**config.mk**
```make
export PLATFORM = sky130hd
export DESIGN_NAME = tmu2_qpfill_flat
export DESIGN_NICKNAME = d
export VERILOG_FILES = /design/src/rtl/tmu2_qpfill_pkg.sv /design/src/rtl/tmu2_qpfill_if.sv /design/src/rtl/tmu2_qpfill_shreg.sv /design/src/rtl/tmu2_qpfill.sv /design/src/flat_wrapper.sv
export SDC_FILE = /design/constraint.sdc
export NUM_CORES = 1
export LEC_CHECK = 0
export CAP_MARGIN = 20
export CELL_PAD_IN_SITES_DETAIL_PLACEMENT = 1
export CELL_PAD_IN_SITES_GLOBAL_PLACEMENT = 1
export CORE_MARGIN = 1.5
export CORE_UTILIZATION = 38
export CTS_CLUSTER_SIZE = 8
export DETAILED_ROUTE_END_ITERATION = 8
export PLACE_DENSITY_LB_ADDON = 0.1
export SLEW_MARGIN = 10
export SYNTH_ARGS = -nofsm -noshare
export SYNTH_HDL_FRONTEND = slang
export SYNTH_SLANG_ARGS = --single-unit
export TNS_END_PERCENT = 5
```
**constraint.sdc**
```tcl
create_clock -name sys_clk -period 1.5 [get_ports sys_clk]
set_input_delay 0.45 -clock sys_clk [delete_from_list [all_inputs] [get_ports sys_clk]]
set_output_delay 0.45 -clock sys_clk [all_outputs]
set_load 0.02 [all_outputs]
```
**src/rtl/tmu2_qpfill_pkg.sv**
```systemverilog
// tmu2_qpfill_pkg
// Shared constants and types for the texel-cache line filler.
//   - FSM state encoding (also exported on the top-level debug port)
//   - FML burst geometry: 4 beats of 64 bits, first beat two cycles after ack
//   - cache line geometry: 32 bytes = 256 bits
package tmu2_qpfill_pkg;

  localparam int FML_DATA_LATENCY = 2;
  localparam int FML_BURST_BEATS  = 4;
  localparam int LINE_BYTES       = 32;

  localparam int BEAT_BITS = 64;
  localparam int LINE_BITS = LINE_BYTES * 8;
  localparam int LINE_OFS  = $clog2(LINE_BYTES);

  typedef enum logic [2:0] {
    ST_IDLE    = 3'd0,
    ST_REQUEST = 3'd1,
    ST_WAIT    = 3'd2,
    ST_DATA    = 3'd3,
    ST_WRITE   = 3'd4
  } qpfill_state_t;

endpackage

```
**src/rtl/tmu2_qpfill_if.sv**
```systemverilog
// tmu2_qpfill_if
// Bundles the three buses of the line filler:
//   fill side : fill_stb/fill_ack request, fill_madr/fill_ladr addresses,
//               fill_busy, fill_done
//   FML side  : fml_adr/fml_stb request, fml_ack, fml_di read beats
//   cache side: we/wa/wd line write port
// Handshakes: a request (fill_stb, fml_stb) is held with stable address until
// the cycle its acknowledge (fill_ack, fml_ack) is high; that cycle is the
// transfer. fill_ack is a one-cycle pulse. FML read beats carry no valid flag:
// they are defined purely by their fixed cycle offset from fml_ack.
// modport slave is the filler's view, master is the environment's view.
interface tmu2_qpfill_if
  import tmu2_qpfill_pkg::*;
#(
  parameter int depth     = 11,
  parameter int fml_depth = 26
);

  logic                 fill_stb;
  logic                 fill_ack;
  logic [fml_depth-1:0] fill_madr;
  logic [depth-1:0]     fill_ladr;
  logic                 fill_busy;
  logic                 fill_done;

  logic [fml_depth-1:0] fml_adr;
  logic                 fml_stb;
  logic                 fml_ack;
  logic [BEAT_BITS-1:0] fml_di;

  logic                 we;
  logic [depth-1:0]     wa;
  logic [LINE_BITS-1:0] wd;

  modport slave (
    input  fill_stb, fill_madr, fill_ladr, fml_ack, fml_di,
    output fill_ack, fill_busy, fill_done, fml_adr, fml_stb, we, wa, wd
  );

  modport master (
    output fill_stb, fill_madr, fill_ladr, fml_ack, fml_di,
    input  fill_ack, fill_busy, fill_done, fml_adr, fml_stb, we, wa, wd
  );

endinterface

```
**src/rtl/tmu2_qpfill_shreg.sv**
```systemverilog
// tmu2_qpfill_shreg
// Assembles four 64-bit FML beats into one 256-bit cache line.
//   clk, rst_n : clock, asynchronous active-low reset
//   i_load     : a beat is present on i_beat this cycle
//   i_idx      : beat index 0..3 (0 = lowest address = line MSBs)
//   i_beat     : beat data
//   o_line     : assembled line, updated only when the last beat is loaded
// Beats 0..2 are parked in staging registers; the last beat loads the whole
// line register at once, so o_line holds the previous line until the new one
// is complete and then stays stable until the next fill finishes.
module tmu2_qpfill_shreg
  import tmu2_qpfill_pkg::*;
(
  input  logic                 clk,
  input  logic                 rst_n,
  input  logic                 i_load,
  input  logic [1:0]           i_idx,
  input  logic [BEAT_BITS-1:0] i_beat,
  output logic [LINE_BITS-1:0] o_line
);

  logic [BEAT_BITS-1:0] r_beat0;
  logic [BEAT_BITS-1:0] r_beat1;
  logic [BEAT_BITS-1:0] r_beat2;
  logic [LINE_BITS-1:0] r_line;

  always_ff @(posedge clk or negedge rst_n) begin
    if (!rst_n) begin
      r_beat0 <= '0;
      r_beat1 <= '0;
      r_beat2 <= '0;
      r_line  <= '0;
    end else if (i_load) begin
      case (i_idx)
        2'd0:    r_beat0 <= i_beat;
        2'd1:    r_beat1 <= i_beat;
        2'd2:    r_beat2 <= i_beat;
        default: r_line  <= {r_beat0, r_beat1, r_beat2, i_beat};
      endcase
    end
  end

  assign o_line = r_line;

endmodule

```
**src/rtl/tmu2_qpfill.sv**
```systemverilog
// tmu2_qpfill
// Texel-cache line filler: accepts a fill request, issues one 4-beat FML
// burst read for the 32-byte line, assembles the beats and writes the line
// into the cache RAM in a single cycle.
//   sys_clk    : clock
//   sys_rst_n  : asynchronous active-low reset
//   bus        : tmu2_qpfill_if.slave (fill, FML and cache-write buses)
//   dbg_state  : current FSM state
// Timeline with fml_ack in cycle A: WAIT at A+1, beats sampled A+2..A+5,
// WRITE (we/fill_done) at A+6, IDLE at A+7. With ack in the first REQUEST
// cycle, accept at T gives the write at T+7.
module tmu2_qpfill
  import tmu2_qpfill_pkg::*;
#(
  parameter int depth     = 11,
  parameter int fml_depth = 26
) (
  input  logic          sys_clk,
  input  logic          sys_rst_n,
  tmu2_qpfill_if.slave  bus,
  output qpfill_state_t dbg_state
);

  // WAIT lasts FML_DATA_LATENCY-1 cycles, DATA lasts FML_BURST_BEATS cycles;
  // both are counted in the same 2-bit counter.
  localparam logic [1:0] WAIT_LAST = 2'(FML_DATA_LATENCY - 2);
  localparam logic [1:0] BEAT_LAST = 2'(FML_BURST_BEATS - 1);

  qpfill_state_t        r_state;
  logic [1:0]           r_cnt;
  logic [fml_depth-1:0] r_fml_adr;
  logic [depth-1:0]     r_ladr;
  logic [depth-1:0]     r_wa;
  logic                 r_fml_stb;
  logic                 r_busy;
  logic                 r_we;

  logic                 w_accept;
  logic                 w_load;
  logic [LINE_BITS-1:0] w_line;
  logic                 w_unused_lsbs;

  // Accept is combinational so fill_ack lands in the same IDLE cycle as the
  // request; gating with sys_rst_n keeps it low while reset is asserted.
  assign w_accept = (r_state == ST_IDLE) && bus.fill_stb && sys_rst_n;
  assign w_load   = (r_state == ST_DATA);

  // Byte-offset bits inside a line are dropped on purpose.
  assign w_unused_lsbs = ^{bus.fill_madr[LINE_OFS-1:0], bus.fill_ladr[LINE_OFS-1:0]};

  always_ff @(posedge sys_clk or negedge sys_rst_n) begin
    if (!sys_rst_n) begin
      r_state   <= ST_IDLE;
      r_cnt     <= '0;
      r_fml_adr <= '0;
      r_ladr    <= '0;
      r_wa      <= '0;
      r_fml_stb <= 1'b0;
      r_busy    <= 1'b0;
      r_we      <= 1'b0;
    end else begin
      r_we <= 1'b0;
      case (r_state)
        ST_IDLE: begin
          if (w_accept) begin
            r_fml_adr <= {bus.fill_madr[fml_depth-1:LINE_OFS], {LINE_OFS{1'b0}}};
            r_ladr    <= {bus.fill_ladr[depth-1:LINE_OFS], {LINE_OFS{1'b0}}};
            r_fml_stb <= 1'b1;
            r_busy    <= 1'b1;
            r_state   <= ST_REQUEST;
          end
        end
        ST_REQUEST: begin
          if (bus.fml_ack) begin
            r_fml_stb <= 1'b0;
            r_cnt     <= '0;
            r_state   <= ST_WAIT;
          end
        end
        ST_WAIT: begin
          if (r_cnt == WAIT_LAST) begin
            r_cnt   <= '0;
            r_state <= ST_DATA;
          end else begin
            r_cnt <= r_cnt + 2'd1;
          end
        end
        ST_DATA: begin
          // Wraps back to 0 after the last beat, ready for the next fill.
          r_cnt <= r_cnt + 2'd1;
          if (r_cnt == BEAT_LAST) begin
            r_we    <= 1'b1;
            r_wa    <= r_ladr;
            r_state <= ST_WRITE;
          end
        end
        ST_WRITE: begin
          r_busy  <= 1'b0;
          r_state <= ST_IDLE;
        end
        default: begin
          r_state <= ST_IDLE;
        end
      endcase
    end
  end

  tmu2_qpfill_shreg u_shreg (
    .clk    (sys_clk),
    .rst_n  (sys_rst_n),
    .i_load (w_load),
    .i_idx  (r_cnt),
    .i_beat (bus.fml_di),
    .o_line (w_line)
  );

  assign bus.fill_ack  = w_accept;
  assign bus.fill_busy = r_busy;
  assign bus.fill_done = r_we;
  assign bus.fml_adr   = r_fml_adr;
  assign bus.fml_stb   = r_fml_stb;
  assign bus.we        = r_we;
  assign bus.wa        = r_wa;
  assign bus.wd        = w_line;
  assign dbg_state     = r_state;

endmodule

```
**src/flat_wrapper.sv**
```systemverilog
// flat-port wrapper written by rule: the top's interface ports become plain ports
module tmu2_qpfill_flat import tmu2_qpfill_pkg::*;
#(
  parameter int depth     = 11,
  parameter int fml_depth = 26
)
  (sys_clk, sys_rst_n, dbg_state, bus_fill_stb, bus_fill_madr, bus_fill_ladr, bus_fml_ack, bus_fml_di, bus_fill_ack, bus_fill_busy, bus_fill_done, bus_fml_adr, bus_fml_stb, bus_we, bus_wa, bus_wd);
  tmu2_qpfill_if #(.depth(depth), .fml_depth(fml_depth)) bus_i ();
  input  logic sys_clk;
  input  logic sys_rst_n;
  output qpfill_state_t dbg_state;
  input wire logic [$bits(bus_i.fill_stb)-1:0] bus_fill_stb;
  input wire logic [$bits(bus_i.fill_madr)-1:0] bus_fill_madr;
  input wire logic [$bits(bus_i.fill_ladr)-1:0] bus_fill_ladr;
  input wire logic [$bits(bus_i.fml_ack)-1:0] bus_fml_ack;
  input wire logic [$bits(bus_i.fml_di)-1:0] bus_fml_di;
  output wire logic [$bits(bus_i.fill_ack)-1:0] bus_fill_ack;
  output wire logic [$bits(bus_i.fill_busy)-1:0] bus_fill_busy;
  output wire logic [$bits(bus_i.fill_done)-1:0] bus_fill_done;
  output wire logic [$bits(bus_i.fml_adr)-1:0] bus_fml_adr;
  output wire logic [$bits(bus_i.fml_stb)-1:0] bus_fml_stb;
  output wire logic [$bits(bus_i.we)-1:0] bus_we;
  output wire logic [$bits(bus_i.wa)-1:0] bus_wa;
  output wire logic [$bits(bus_i.wd)-1:0] bus_wd;
  assign bus_i.fill_stb = bus_fill_stb;
  assign bus_i.fill_madr = bus_fill_madr;
  assign bus_i.fill_ladr = bus_fill_ladr;
  assign bus_i.fml_ack = bus_fml_ack;
  assign bus_i.fml_di = bus_fml_di;
  assign bus_fill_ack = bus_i.fill_ack;
  assign bus_fill_busy = bus_i.fill_busy;
  assign bus_fill_done = bus_i.fill_done;
  assign bus_fml_adr = bus_i.fml_adr;
  assign bus_fml_stb = bus_i.fml_stb;
  assign bus_we = bus_i.we;
  assign bus_wa = bus_i.wa;
  assign bus_wd = bus_i.wd;
  tmu2_qpfill #(.depth(depth), .fml_depth(fml_depth)) u_core (.sys_clk(sys_clk), .sys_rst_n(sys_rst_n), .bus(bus_i), .dbg_state(dbg_state));
endmodule
```
==> impl_metrics.csv, run 1 <==
group,metric,value,unit
run_status,status,"finished, violations left",
run_status,violations,"negative setup slack",
power,leakage,12.8,nW
global_routing,grt_pass1_vias,12150,
floorplanning,die_h,225,um
power,p_int,0.0439,W
floorplanning,rows,81,
detailed_routing,antenna_left,0,
detailed_routing,viasPerCell,4.82,
clock_network,clock_latency,0.59,ns
floorplanning,core,0.0488,mm^2
setup_path,worstPathRequired,1.05,ns
clock_network,cts_tree,"yes",
global_routing,grt_pass1_wl,73.3,mm
timing,clock_skew,0.0146,ns
placement,gp_congestion,0.722,
detailed_routing,wl_per_cell,22.0,um
power,p_clk_share,21.8,%
timing,period_minus_slack,1.99,ns
placement,dp_slack,-0.830,ns
finish,syn_to_final_growth,41.7,%
synth,synthAdderAreaFrac,0.334,%
setup_path,crit_buf_inv,1,
setup_path,worstSetupPathType,"register to primary output",
worst_hold_path,worstHoldPathType,"input pin to async pin",
setup_path,crit_chain,"nand3b_1 -> nor3_4 -> buf_6",
clock_network,cts_max_path_buffers,3,
setup_path,cpMaxStageDelayCell,"dfrtp_2",
global_routing,grt_antenna_before_repair,0,
timing,slew_headroom,42.1,%
clock_network,cts.sinks,489,
timing,max_freq,502,MHz
timing,setup_viol,769,
power,power_frac_comb,41.9,%
detailed_routing,dr.pass1.iters,4,
floorplanning,dieArea,0.0507,mm^2
power,seq_power_share,36.3,%
synth,synth_simple_gate_area_share,0.728,%
timing,period_share,133,%
clock_network,cts-root-buf,"clkbuf_16",
clock_network,cts_inserted_buffers,71,
floorplanning,ios,406,
power,powerDensity,2480,mW/mm^2
detailed_routing,drt-initial-drc-count,349,
timing,rsz0062_at_grt,"yes",
setup_path,cp_max_fo,2,
synth,ys_types,28,
placement,hpwl,31.5,mm
finish,final_layout_size_suffix_gt1_share,48.4,%
global_routing,grt_usage,19.0,%
setup_path,cp-start-kind,"register",
detailed_routing,routed_wl,49.6,mm
synth,seq_area_frac_synth,65.3,%
finish,layout.nets,1696,
global_routing,gr-total-overflow,0,
timing,worst_slew_pin_slew,0.869,ns
global_routing,grt_max_degree,148,
timing,worst_slack,-0.493,ns
finish,diodes,0,
setup_path,cpPeakStageDelay,0.40,ns
flow_run,drv_cap,0,
synth,synth_area,0.0187,mm^2
floorplanning,initial_core_util,38.4,%
synth,synth_cells,1075,
power,netSwitchingFraction,33.3,%
synth,synth_top_family_by_area,"multiplexers",
synth,yosys_warnings,0,
synth,synth_xor_area_share,0,%
power,switching_power,0.0219,W
placement,io_buffer_count,385,
detailed_routing,drcViolationCount,0,
floorplanning,die_w,225,um
power,peakVddDrop,0.00122,V
timing,finalHoldViolations,0,
detailed_routing,via_count,10897,
clock_network,cts.reportedPaths.clkPinSlew,0.05,ns
synth,synth-compound-area-share,0.407,%
setup_path,path_delay_family,"simple AND/OR/NAND/NOR gates",
finish,utilization,54.3,%
synth,synthMuxAreaShare,29.7,%
setup_path,cp.arrival,1.54,ns
synth,synth-seq-cells,489,
synth,synth.avg_cell_area,17.4,um^2
timing,finalMaxSlewViolations,0,
clock_network,h-tree-depth,3,
setup_path,setup.worst_path.end_class,"primary output",
-- registers in the layout, indices dropped and copies added (netlist names) --
| signal | flops |
|---|---|
| u_core.u_shreg.r_beat2 | 64 |
| u_core.bus.fill_done | 1 |
| u_core.bus.fml_stb | 1 |
| u_core.dbg_state | 3 |
| u_core.bus.wa | 6 |
| u_core.bus.fml_adr | 21 |
| u_core.bus.fill_busy | 1 |
| u_core.r_cnt | 2 |
| u_core.u_shreg.r_beat0 | 64 |
| u_core.u_shreg.r_beat1 | 64 |
| u_core.u_shreg.o_line | 256 |
| u_core.r_ladr | 6 |
-- power groups by stage --
stage / Sequential [W] / Combinational, W / Clock [W]
after floorplan: 0.0276 / 0.00963 / 0
after global placement: 0.0232 / 0.0258 / 0
after detailed placement: 0.0236 / 0.0262 / 0
after CTS: 0.0236 / 0.0257 / 0.0148
after global routing: 0.0248 / 0.0292 / 0.0153
final: 0.0238 / 0.0276 / 0.0143
-- timing repair --
| action | in CTS | in global routing |
|---|---|---|
| buffers inserted | 19 | 9 |
| cloned | 0 | 12 |
| endpoints found under the setup margin | 776 | 775 |
| hold endpoints to repair | 0 | 0 |
| hold buffers | 0 | 0 |
| gates resized for setup | 746 | 637 |
| pin swaps | 4 | 2 |
-- cell families after synthesis --
kind of cell,Yosys count
flip-flops,489
other,1
multiplexers,481
buffers and inverters,69
adder cells (fa/ha/maj),5
AO/OA/AOI/OAI,11
AND/OR/NAND/NOR,19
-- worst paths after layout --
| check | to | cells past startpoint | startpoint | slack (ns) |
|---|---|---|---|---|
| max reg2reg | u_core.u_shreg.o_line[30] | 8 | u_core.dbg_state[1] | -0.42 |
| max in group asynchronous | u_core.u_shreg.o_line[120] | 4 | sys_rst_n | 0.44 |
| min | u_core.u_shreg.r_beat0[43] | 4 | sys_rst_n | 0.15 |
| min reg2reg | u_core.u_shreg.o_line[198] | 1 | u_core.u_shreg.o_line[198] | 0.48 |
| max | bus_fill_ack | 3 | u_core.dbg_state[0] | -0.49 |
| min in group sys_clk | u_core.bus.fml_adr[7] | 2 | bus_fill_madr[7] | 0.48 |
-- metrics by stage --
stage	area, um^2	power, W	hold slack (ns)	TNS, ns	instances
global placement	23800	0.0490	0.459	-164.20	2138
finish	26500	0.0658	0.148	-165.18	2259
CTS	26000	0.0640	0.124	-212.58	2239
detailed placement	23800	0.0497	0.469	-171.57	2138
global route	26500	0.0693	0.137	-203.10	2259
floorplan	18900	0.0372	0.154	-51.78	1084
-- placed cells by master, fill, tap and decap left out, drive strengths merged --
master           n
a2111o           1
a211oi           1
a21boi           1
a21oi            1
a2bb2oi          1
a311oi           1
and3b            1
buf            305
clkbuf         106
clkdlybuf4s15   18
clkdlybuf4s50   93
clkinv           2
conb            10
dfrtp          489
dlygate4sd2     49
ha               5
inv              6
mux2           481
nand2            9
nand3            1
nand3b           1
nor2             2
nor2b            4
nor3             1
nor3b            1
o21ai            4
o21bai           1
-- per-layer routing --
metal  vias up  part of all wire [%]  GRT usage [%]
met5         -                     0              0
met4         0                   2.1           6.06
met3        80                   7.1           6.56
met2       274                    48           30.8
met1      5766                    43           23.9
li1       4777                     -              -
-- tightest hold or removal path, delay by kind of cell --
family	cells	cell delay, ns
buffers and inverters	4	0.62
-- synth_stat cells (all sizes together) --
library cell,n,share of area [%]
a2bb2oi,1,0.047
nor3b,1,0.040
buf,64,3.4
nor3,1,0.053
ha,5,0.33
nor2,2,0.040
a2111o,1,0.060
a21boi,1,0.040
conb,1,0.020
a311oi,1,0.047
and3b,1,0.047
a211oi,1,0.040
a21oi,1,0.027
nand3,1,0.053
nor2b,4,0.17
nand2,8,0.28
dfrtp,489,65
mux2,481,30
o21bai,1,0.040
inv,5,0.10
nand3b,1,0.040
o21ai,4,0.11
-- cell type report --
| class | count | area (um^2) |
|---|---|---|
| multi-input cells | 527 | 6560 |
| well taps | 664 | 831 |
| flip-flops and latches | 489 | 12200 |
| inverters | 5 | 18.8 |
| clock buffers | 79 | 1910 |
| repair buffers | 492 | 4950 |
| fillers | 4565 | 22300 |
| clock inverters | 3 | 33.8 |
Note: power is estimated with default switching activity, not from simulation.
==> run 2, diff against run 1 <==
--- a/config.mk
+++ b/config.mk
@@ -12,7 +12,7 @@
 export CORE_UTILIZATION = 38
 export CTS_CLUSTER_SIZE = 8
 export DETAILED_ROUTE_END_ITERATION = 8
-export PLACE_DENSITY_LB_ADDON = 0.1
+export PLACE_DENSITY = 0.8
 export SLEW_MARGIN = 10
 export SYNTH_ARGS = -nofsm -noshare
 export SYNTH_HDL_FRONTEND = slang
==> impl_metrics.csv, run 2 (same netlist as run 1, synthesis figures left out) <==
group,metric,value,unit
power,leakage,13.0,nW
detailed_routing,wl_per_cell,24.5,um
timing,whs,0.0818,ns
clock_network,cts_inserted_buffers,71,
setup_path,worstSetupPathType,"register to primary output",
finish,final_layout_size_suffix_gt1_share,49.7,%
finish,final_cell_mix,"486 x dfrtp_1, 277 x mux2_4, 166 x buf_2, 144 x mux2_1, 104 x buf_6",
finish,largest_reg_flops,256,
clock_network,h-tree-depth,3,
power,switching_power,0.0232,W
timing,worst_slew_pin_slew,0.868,ns
floorplanning,die_h,225,um
run_status,violations,"negative setup slack",
clock_network,clock_latency,0.60,ns
timing,max_freq,497,MHz
power,p_int,0.0435,W
timing,slew_headroom,42.2,%
clock_network,cts_tree,"yes",
placement,io_buffer_count,385,
floorplanning,initial_core_util,38.4,%
detailed_routing,drt-initial-drc-count,421,
power,netSwitchingFraction,34.8,%
detailed_routing,dr.pass1.iters,4,
placement,dpl_cell_area,0.0238,mm^2
detailed_routing,antenna_left,0,
floorplanning,dieArea,0.0507,mm^2
placement,dp_slack,-0.867,ns
detailed_routing,viasPerCell,4.89,
setup_path,cp_max_fo,2,
flow_run,drv_cap,0,
global_routing,grt_antenna_before_repair,3,
global_routing,gr-total-overflow,0,
power,powerDensity,2530,mW/mm^2
clock_network,cts-root-buf,"clkbuf_16",
detailed_routing,routed_wl,55.2,mm
global_routing,grt_usage,20.1,%
setup_path,cp-start-kind,"register",
power,power_frac_comb,42.4,%
placement,hpwl,32.6,mm
worst_hold_path,worstHoldPathType,"input pin to async pin",
finish,layout.nets,1690,
floorplanning,die_w,225,um
placement,gp_congestion,0.748,
detailed_routing,drcViolationCount,0,
setup_path,worstPathRequired,1.05,ns
clock_network,cts.reportedPaths.clkPinSlew,0.05,ns
setup_path,setup.worst_path.end_class,"primary output",
timing,clock_skew,0.0284,ns
run_status,status,"finished, violations left",
power,peakVddDrop,0.00128,V
setup_path,cp.arrival,1.56,ns
finish,stdcell_area,0.0263,mm^2
global_routing,grt_pass1_vias,12764,
timing,worst_slack,-0.512,ns
detailed_routing,via_count,11023,
global_routing,grt_pass1_wl,77.6,mm
timing,period_share,134,%
floorplanning,ios,406,
finish,layout_commonest_cell,"dfrtp_1",
timing,period_minus_slack,2.01,ns
floorplanning,core,0.0488,mm^2
finish,fill_cells,4589,
finish,syn_to_final_growth,40.4,%
global_routing,grt_max_degree,152,
power,p_clk_share,21.2,%
timing,finalMaxSlewViolations,0,
clock_network,cts_max_path_buffers,3,
power,seq_power_share,36.4,%
timing,rsz0062_at_grt,"yes",
timing,setup_viol,775,
clock_network,cts.sinks,489,
floorplanning,rows,81,
timing,finalHoldViolations,0,
power,p_total,0.0667,W
==> run 2: changes by cell type in the layout (fill, tap and decap cells not counted), moves of 15 or more <==
cell             change
clkdlybuf4s15_2     -18
buf_2               +85
mux2_2              -69
clkbuf_2            -15
mux2_4              +75
dlygate4sd2_1       -20
buf_6               -30
==> run 2: critical path: stages (launching register included) <==
cell	delay [ns]
dfrtp_2	0.41
nand3b_1	0.23
nor3_4	0.19
buf_6	0.15
==> run 2: stage by stage <==
step	setup TNS, ns	std cells	util, %
after global routing	-237.99	2253	53.9
after CTS	-194.74	2236	51.5
after detailed placement	-199.83	2137	48.7
after floorplan	-51.78	1084	-
final	-199.61	2254	53.9
after global placement	-175.21	2137	48.7
==> run 2: timing repair <==
action                     CTS  global route
setup endpoints to repair  777           775
hold buffers                 1             0
buffers inserted            16             5
hold endpoints to repair     6             0
gates cloned                 0            13
pin swaps                    2             2
gates resized for setup    970           536
==> run 2: cell type report <==
cell class,count,area (um^2),share of cell area (%)
Timing Repair Buffer,486,4480,17.0
Antenna cell,1,2.50,0.00951
Tap cell,664,831,3.16
Multi-Input combinational cell,527,6830,26.0
Sequential cell,489,12200,46.5
Clock inverter,7,95.1,0.361
Inverter,5,18.8,0.0713
Clock buffer,75,1810,6.89
==> run 2: final timing paths <==
check                                          startpoint                         end  slack, ns  cells past startpoint
worst max-delay path                  u_core.dbg_state[0]                bus_fill_ack      -0.51                      3
worst min-delay path                            sys_rst_n  u_core.u_shreg.o_line[221]       0.08                      3
worst max register to register        u_core.dbg_state[0]  u_core.u_shreg.o_line[156]      -0.43                      8
worst min register to register  u_core.u_shreg.r_beat0[0]  u_core.u_shreg.o_line[192]       0.47                      1
max in group asynchronous                       sys_rst_n      u_core.bus.fml_adr[24]       0.53                      3
min in group sys_clk            u_core.u_shreg.r_beat0[0]  u_core.u_shreg.o_line[192]       0.47                      1
==> run 2: routing by layer <==
metal	vias up	track usage, %	share of wire [%]
li1	4753	-	-
met1	5865	22.7	39
met2	289	35.6	52
met3	112	6.26	5.6
met4	4	7.56	3.4
met5	-	0	0.045
==> run 2: power groups by stage <==
stage,logic [W],registers [W],clock network (W)
global placement,0.0254,0.0232,0
floorplan,0.00963,0.0276,0
detailed placement,0.0262,0.0238,0
finish,0.0283,0.0243,0.0142
global route,0.0297,0.0251,0.0150
CTS,0.0245,0.0239,0.0145
==> run 3, diff against run 2 <==
--- a/config.mk
+++ b/config.mk
@@ -13,6 +13,7 @@
 export CTS_CLUSTER_SIZE = 8
 export DETAILED_ROUTE_END_ITERATION = 8
 export PLACE_DENSITY = 0.8
+export SKIP_LAST_GASP = 1
 export SLEW_MARGIN = 10
 export SYNTH_ARGS = -nofsm -noshare
 export SYNTH_HDL_FRONTEND = slang
==> impl_metrics.csv, run 3 (same netlist as run 1, synthesis figures left out) <==
group,metric,value,unit
finish,fill_cells,4625,
floorplanning,die_h,225,um
timing,period_minus_slack,2.02,ns
setup_path,cpPeakStageDelay,0.63,ns
global_routing,grt_antenna_before_repair,3,
setup_path,path_delay_family,"buffers and inverters",
timing,clock_skew,0.0202,ns
detailed_routing,wl_per_cell,22.3,um
power,leakage,11.8,nW
floorplanning,dieArea,0.0507,mm^2
run_status,violations,"negative setup slack",
finish,layout_commonest_cell,"dfrtp_1",
clock_network,cts.reportedPaths.clkPinSlew,0.05,ns
detailed_routing,drcViolationCount,0,
timing,setup_viol,777,
timing,worst_slack,-0.523,ns
finish,final_layout_size_suffix_gt1_share,31.9,%
finish,syn_to_final_growth,38.1,%
flow_run,drv_cap,0,
timing,whs,0.0718,ns
timing,rsz0062_at_grt,"yes",
floorplanning,ios,406,
clock_network,cts.sinks,489,
placement,io_buffer_count,385,
run_status,status,"finished, violations left",
setup_path,worst_r2r_path_depth,6,
detailed_routing,drt-initial-drc-count,364,
global_routing,grt_usage,20.0,%
detailed_routing,dr.pass1.iters,4,
global_routing,grt_max_degree,152,
setup_path,worstSetupPathType,"register to primary output",
timing,period_share,135,%
setup_path,crit_chain,"clkdlybuf4s50_1",
timing,finalHoldViolations,0,
clock_network,clock_latency,0.59,ns
power,powerDensity,2470,mW/mm^2
setup_path,cpMaxStageDelayCell,"clkdlybuf4s50_1",
setup_path,worstPathRequired,1.05,ns
floorplanning,initial_core_util,38.4,%
floorplanning,rows,81,
finish,largest_reg_flops,256,
global_routing,grt_pass1_wl,76.9,mm
setup_path,cp-start-kind,"register",
floorplanning,core,0.0488,mm^2
global_routing,grt_pass1_vias,12736,
setup_path,setup.worst_path.end_class,"primary output",
timing,finalMaxSlewViolations,0,
timing,max_freq,494,MHz
timing,slew_headroom,41.5,%
detailed_routing,via_count,10839,
setup_path,cp.depth,1,
placement,hpwl,32.6,mm
global_routing,gr-total-overflow,0,
detailed_routing,antenna_left,0,
setup_path,cp.arrival,1.57,ns
power,peakVddDrop,0.00119,V
timing,worst_slew_pin_slew,0.878,ns
detailed_routing,viasPerCell,4.82,
power,p_total,0.0638,W
finish,final_cell_mix,"486 x dfrtp_1, 238 x mux2_1, 199 x clkdlybuf4s50_1, 181 x mux2_2, 107 x dlygate4sd2_1",
clock_network,h-tree-depth,3,
finish,layout.nets,1683,
detailed_routing,routed_wl,50.1,mm
clock_network,cts_inserted_buffers,71,
clock_network,cts_max_path_buffers,3,
worst_hold_path,worstHoldPathType,"input pin to async pin",
clock_network,cts-root-buf,"clkbuf_16",
clock_network,cts_tree,"yes",
setup_path,crit_buf_inv,1,
setup_path,cp_max_fo,2,
floorplanning,die_w,225,um
placement,gp_congestion,0.748,
-- run 3: cell count changes in the layout (fill, tap and decap cells not counted), moves of 11 or more --
cell / before / now
mux2_4: 277 / 62
buf_2: 166 / 0
mux2_2: 60 / 181
clkdlybuf4s50_1: 93 / 199
mux2_1: 144 / 238
dlygate4sd2_1: 29 / 107
buf_6: 104 / 78
buf_4: 47 / 67
clkbuf_16: 83 / 72
-- run 3: path summary, 6_finish.rpt --
check	to	start	slack [ns]
setup / recovery	bus_wd[49]	u_core.u_shreg.o_line[49]	-0.52
hold / removal	u_core.u_shreg.o_line[221]	sys_rst_n	0.07
setup reg to reg	u_core.u_shreg.r_beat1[27]	u_core.dbg_state[0]	-0.45
hold reg to reg	u_core.u_shreg.o_line[147]	u_core.u_shreg.r_beat1[19]	0.47
max in group asynchronous	u_core.bus.fml_adr[24]	sys_rst_n	0.54
min in group sys_clk	u_core.u_shreg.o_line[147]	u_core.u_shreg.r_beat1[19]	0.47
-- run 3: repair_timing --
| item | in CTS | in global routing |
|---|---|---|
| buffers inserted | 16 | 10 |
| hold buffers | 1 | 0 |
| gates resized for setup | 362 | 186 |
| pin swaps | 1 | 0 |
| gates cloned | 0 | 0 |
| endpoints found under the setup margin | 777 | 777 |
| endpoints found under the hold margin | 6 | 0 |
-- run 3: layer usage --
layer / up-vias / share of wire [%] / track usage, %
li1: 4733 / - / -
met1: 5720 / 38 / 22.7
met2: 276 / 52 / 35.2
met3: 106 / 6.0 / 6.10
met4: 4 / 3.2 / 7.34
met5: - / 0.042 / 0
-- run 3: worst reg2reg max path: cells and delay by family, from the launching register on --
kind	cells	cell delay (ns)
buffers and inverters	3	0.45
DFF	1	0.36
muxes	1	0.36
and+or+nand+nor	2	0.66
-- run 3: layout make-up --
class / count / area [um^2] / area share, %
sequential: 489 / 12200 / 47.3
multi-input combinational: 526 / 5990 / 23.2
timing repair buffer: 480 / 4880 / 18.8
clock buffer: 75 / 1810 / 7.01
tap: 664 / 831 / 3.21
clock inverter: 7 / 95.1 / 0.368
inverter: 5 / 18.8 / 0.0725
antenna: 1 / 2.50 / 0.00967
-- run 3: where the power goes --
| group | switching (W) | internal (W) | total [W] |
|---|---|---|---|
| sequential | 0.00392 | 0.0200 | 0.0239 |
| combinational | 0.0123 | 0.0135 | 0.0258 |
| clock | 0.00559 | 0.00852 | 0.0141 |
-- run 3: per-stage QoR --
step | cells | setup TNS (ns) | utilization (%) | instance area [um^2] | setup WS [ns]
finish | 2247 | -232.74 | 53.0 | 25900 | -0.523
global route | 2246 | -283.86 | 53.0 | 25900 | -0.595
CTS | 2236 | -275.06 | 52.7 | 25700 | -0.560
detailed placement | 2137 | -199.83 | 48.7 | 23800 | -0.867
global placement | 2137 | -175.21 | 48.7 | 23800 | -0.864
floorplan | 1084 | -51.78 | - | 18900 | -0.173
==> edit (config.mk and constraints of run 2) <==
Make the reset (`rst_n` and `sys_rst_n`) synchronous in 2 clocked blocks. Comments in the files are not updated.
--- a/src/rtl/tmu2_qpfill_shreg.sv
+++ b/src/rtl/tmu2_qpfill_shreg.sv
@@ -24,7 +24,7 @@
   logic [BEAT_BITS-1:0] r_beat2;
   logic [LINE_BITS-1:0] r_line;
 
-  always_ff @(posedge clk or negedge rst_n) begin
+  always_ff @(posedge clk) begin
     if (!rst_n) begin
       r_beat0 <= '0;
       r_beat1 <= '0;
--- a/src/rtl/tmu2_qpfill.sv
+++ b/src/rtl/tmu2_qpfill.sv
@@ -48,7 +48,7 @@
   // Byte-offset bits inside a line are dropped on purpose.
   assign w_unused_lsbs = ^{bus.fill_madr[LINE_OFS-1:0], bus.fill_ladr[LINE_OFS-1:0]};
 
-  always_ff @(posedge sys_clk or negedge sys_rst_n) begin
+  always_ff @(posedge sys_clk) begin
     if (!sys_rst_n) begin
       r_state   <= ST_IDLE;
       r_cnt     <= '0;
Function: differs if sys_rst_n is asserted again (counterexample within 4 cycles, from zero or initial values and one cycle with sys_rst_n low); with sys_rst_n held inactive, the same outputs for 4 cycles.
==> edit against run 2 <==
The flow still finishes with violations (negative setup slack); routed wire length is 5.3% higher; sequential share of layout area decreased by 5.0 points; setup slack improved by 0.046 ns; area after synthesis shrank 8.7%; cell area shrank 7.1%; sequential cell count did not move; critical path type unchanged.
Power is not compared: it rests on default switching activity, and its combinational part moved more than twofold at a synthesized area within 25%.
==> edit: results (changes against run 2) <==
Hold Path Class - primary input to register (was primary input to asynchronous set/reset pin)
Cell variety after synth - 28 (unchanged)
Worst clock skew - 0.0181 ns (was 0.0284 ns)
Delay-heaviest family, CP - simple AND/OR/NAND/NOR gates (unchanged)
Detailed-route via count - 15593 (was 11023)
Leakage dissipation - 9.11 nW
ANT cells - 0 (was 1)
Failing checks - negative setup slack (unchanged)
Critical path origin - u_core.dbg_state[2] (was u_core.dbg_state[0])
Routability cong. - 0.768 (was 0.748)
Outcome - finished with violations (unchanged)
Largest net degree at the start of global routing - 100 (was 152)
Number of flip-flops in the largest register - 256 (unchanged)
Final worst slack - -0.466 ns (was -0.512 ns)
Post-synth ARST share - 0% (was 100%)
DR pass1 iterations - 4 (unchanged)
Initial antenna violation count - 0 (was 3)
Post-route setup TNS - -13.44 ns (was -199.61 ns)
Clk_lat worst skew - 0.59 ns
Htree depth - 3 (unchanged)
Worst vdd ir - 0.913 mV
Global Route met3 Usage - 8.37% (was 6.26%)
Crit path max fanout - 2 (unchanged)
GRT met2 Usage - 40.0% (was 35.6%)
Root Driver - clkbuf_16 (unchanged)
Post-synth top cells - dfxtp_1, nand3_1, o21ai_0, nand2_1, o21ai_1 (was dfrtp_1, mux2_1, mux2_2, buf_6, mux2_4)
Area leader, netlist - dfxtp_1 (was dfrtp_1)
Hold Path Origin - bus_fill_madr[15]
CP max-delay cell - dfxtp_2 (was dfrtp_2)
DP Area - 0.0218 sq mm (was 0.0238 sq mm)
Arrival time at the worst endpoint - 1.52 ns (was 1.56 ns)
Global-route wire length before repair - 87200 um (was 77600 um)
Measured slew at the worst slew-check pin - 0.525 ns (was 0.868 ns)
Share of cells above drive strength 1 - 32.1% (was 49.7%)
Clk slew on worst S/H paths - 0.05 ns (about the same)
Total wire length - 58200 um (was 55200 um)
Initial DRC count - 839 (was 421)
Fin nets - 2457 (was 1690)
Setup Viol. Count Final - 377 (was 775)
Yosys Warn Count - 0 (unchanged)
Seq/Total Area, Yosys - 57.2% (was 65.3%)
Met1 GRT Util - 26.2% (was 22.7%)
Synth area leaders - dfxtp_1, nand3_1, o21ai_0, nand2_1, o21ai_1 (was dfrtp_1, mux2_1, mux2_2, mux2_4, buf_6)
Slowest stage delay, CP - 0.33 ns (was 0.41 ns)
GR Util All Layers - 23.4% (was 20.1%)
Clk buf depth - 3 (unchanged)
HPWL Detailed - 36600 um (was 32600 um)
Num CTS Buffers - 71 (unchanged)
Buffers on Ports - 385 (unchanged)
## edit: changes by cell type after synthesis, moves of 130 or more
cell,change
mux2_1,-238
dfrtp_1,-489
mux2_2,-201
o21ai_0,+348
o21ai_1,+130
nand2_1,+281
dfxtp_1,+489
nand3_1,+481
## edit: worst register-to-register path, stage by stage, from the launching register on
cell,delay (ns)
dfxtp_2,0.33
buf_6,0.12
buf_4,0.14
nand4b_4,0.25
buf_12,0.22
buf_12,0.18
o21ai_0,0.30
## edit: logic make-up (layout without fill, tap and decap cells)
kind of cell	Yosys count	count (layout)	share of synthesized area, %
and+or+nand+nor	783	783	21.1
muxes	2	2	0.132
adders and majority gates	6	6	0.439
buffers and inverters	209	568	6.49
other	1	10	0.0219
AOI/OAI and AO/OA	494	494	14.6
DFF	489	489	57.2
## edit: area by class of cell
cell class	count	area, sq um
sequential	489	10100
clock inverter	5	43.8
fill	4932	19900
timing repair buffer	485	5410
clock buffer	74	1830
multi-input combinational	1295	6260
inverter	4	15.0
tap	592	741
## edit: path summary, 6_finish.rpt
path | end | slack (ns) | cells past startpoint
max reg2reg | u_core.u_shreg.o_line[27] | -0.16 | 6
min | u_core.bus.fml_adr[15] | 0.42 | 3
min reg2reg | u_core.u_shreg.o_line[212] | 0.43 | 2
max | bus_fill_ack | -0.47 | 3
## edit: through the flow
step	utilization [%]	setup slack [ns]	std cells
after floorplan	-	-0.198	1993
after global placement	49.1	-0.881	2852
after detailed placement	49.1	-0.902	2852
after CTS	53.7	-0.492	2937
after global routing	55.1	-0.506	2944
final	55.1	-0.466	2944
## edit: power by group
part	switching [mW]	leakage, nW	total [mW]	internal [mW]
clock	5.57	0.923	14.1	8.54
combinational	0.837	4.10	1.38	0.544
sequential	0.0784	4.08	13.2	13.1
total	6.48	9.11	28.7	22.2
## edit: repair_timing
action | CTS | global route
endpoints found under the setup margin | 651 | 740
buffers inserted | 6 | 7
resized for setup | 1054 | 987
endpoints found under the hold margin | 0 | 0
pin swaps | 2 | 1
## edit: per-layer routing
layer | wire length, um | vias up | share of wire [%]
met5 | 0 | - | 0
met2 | 28700 | 400 | 49
met3 | 4050 | 134 | 7.0
met4 | 2130 | 0 | 3.7
li1 | - | 7540 | -
met1 | 23300 | 7519 | 40
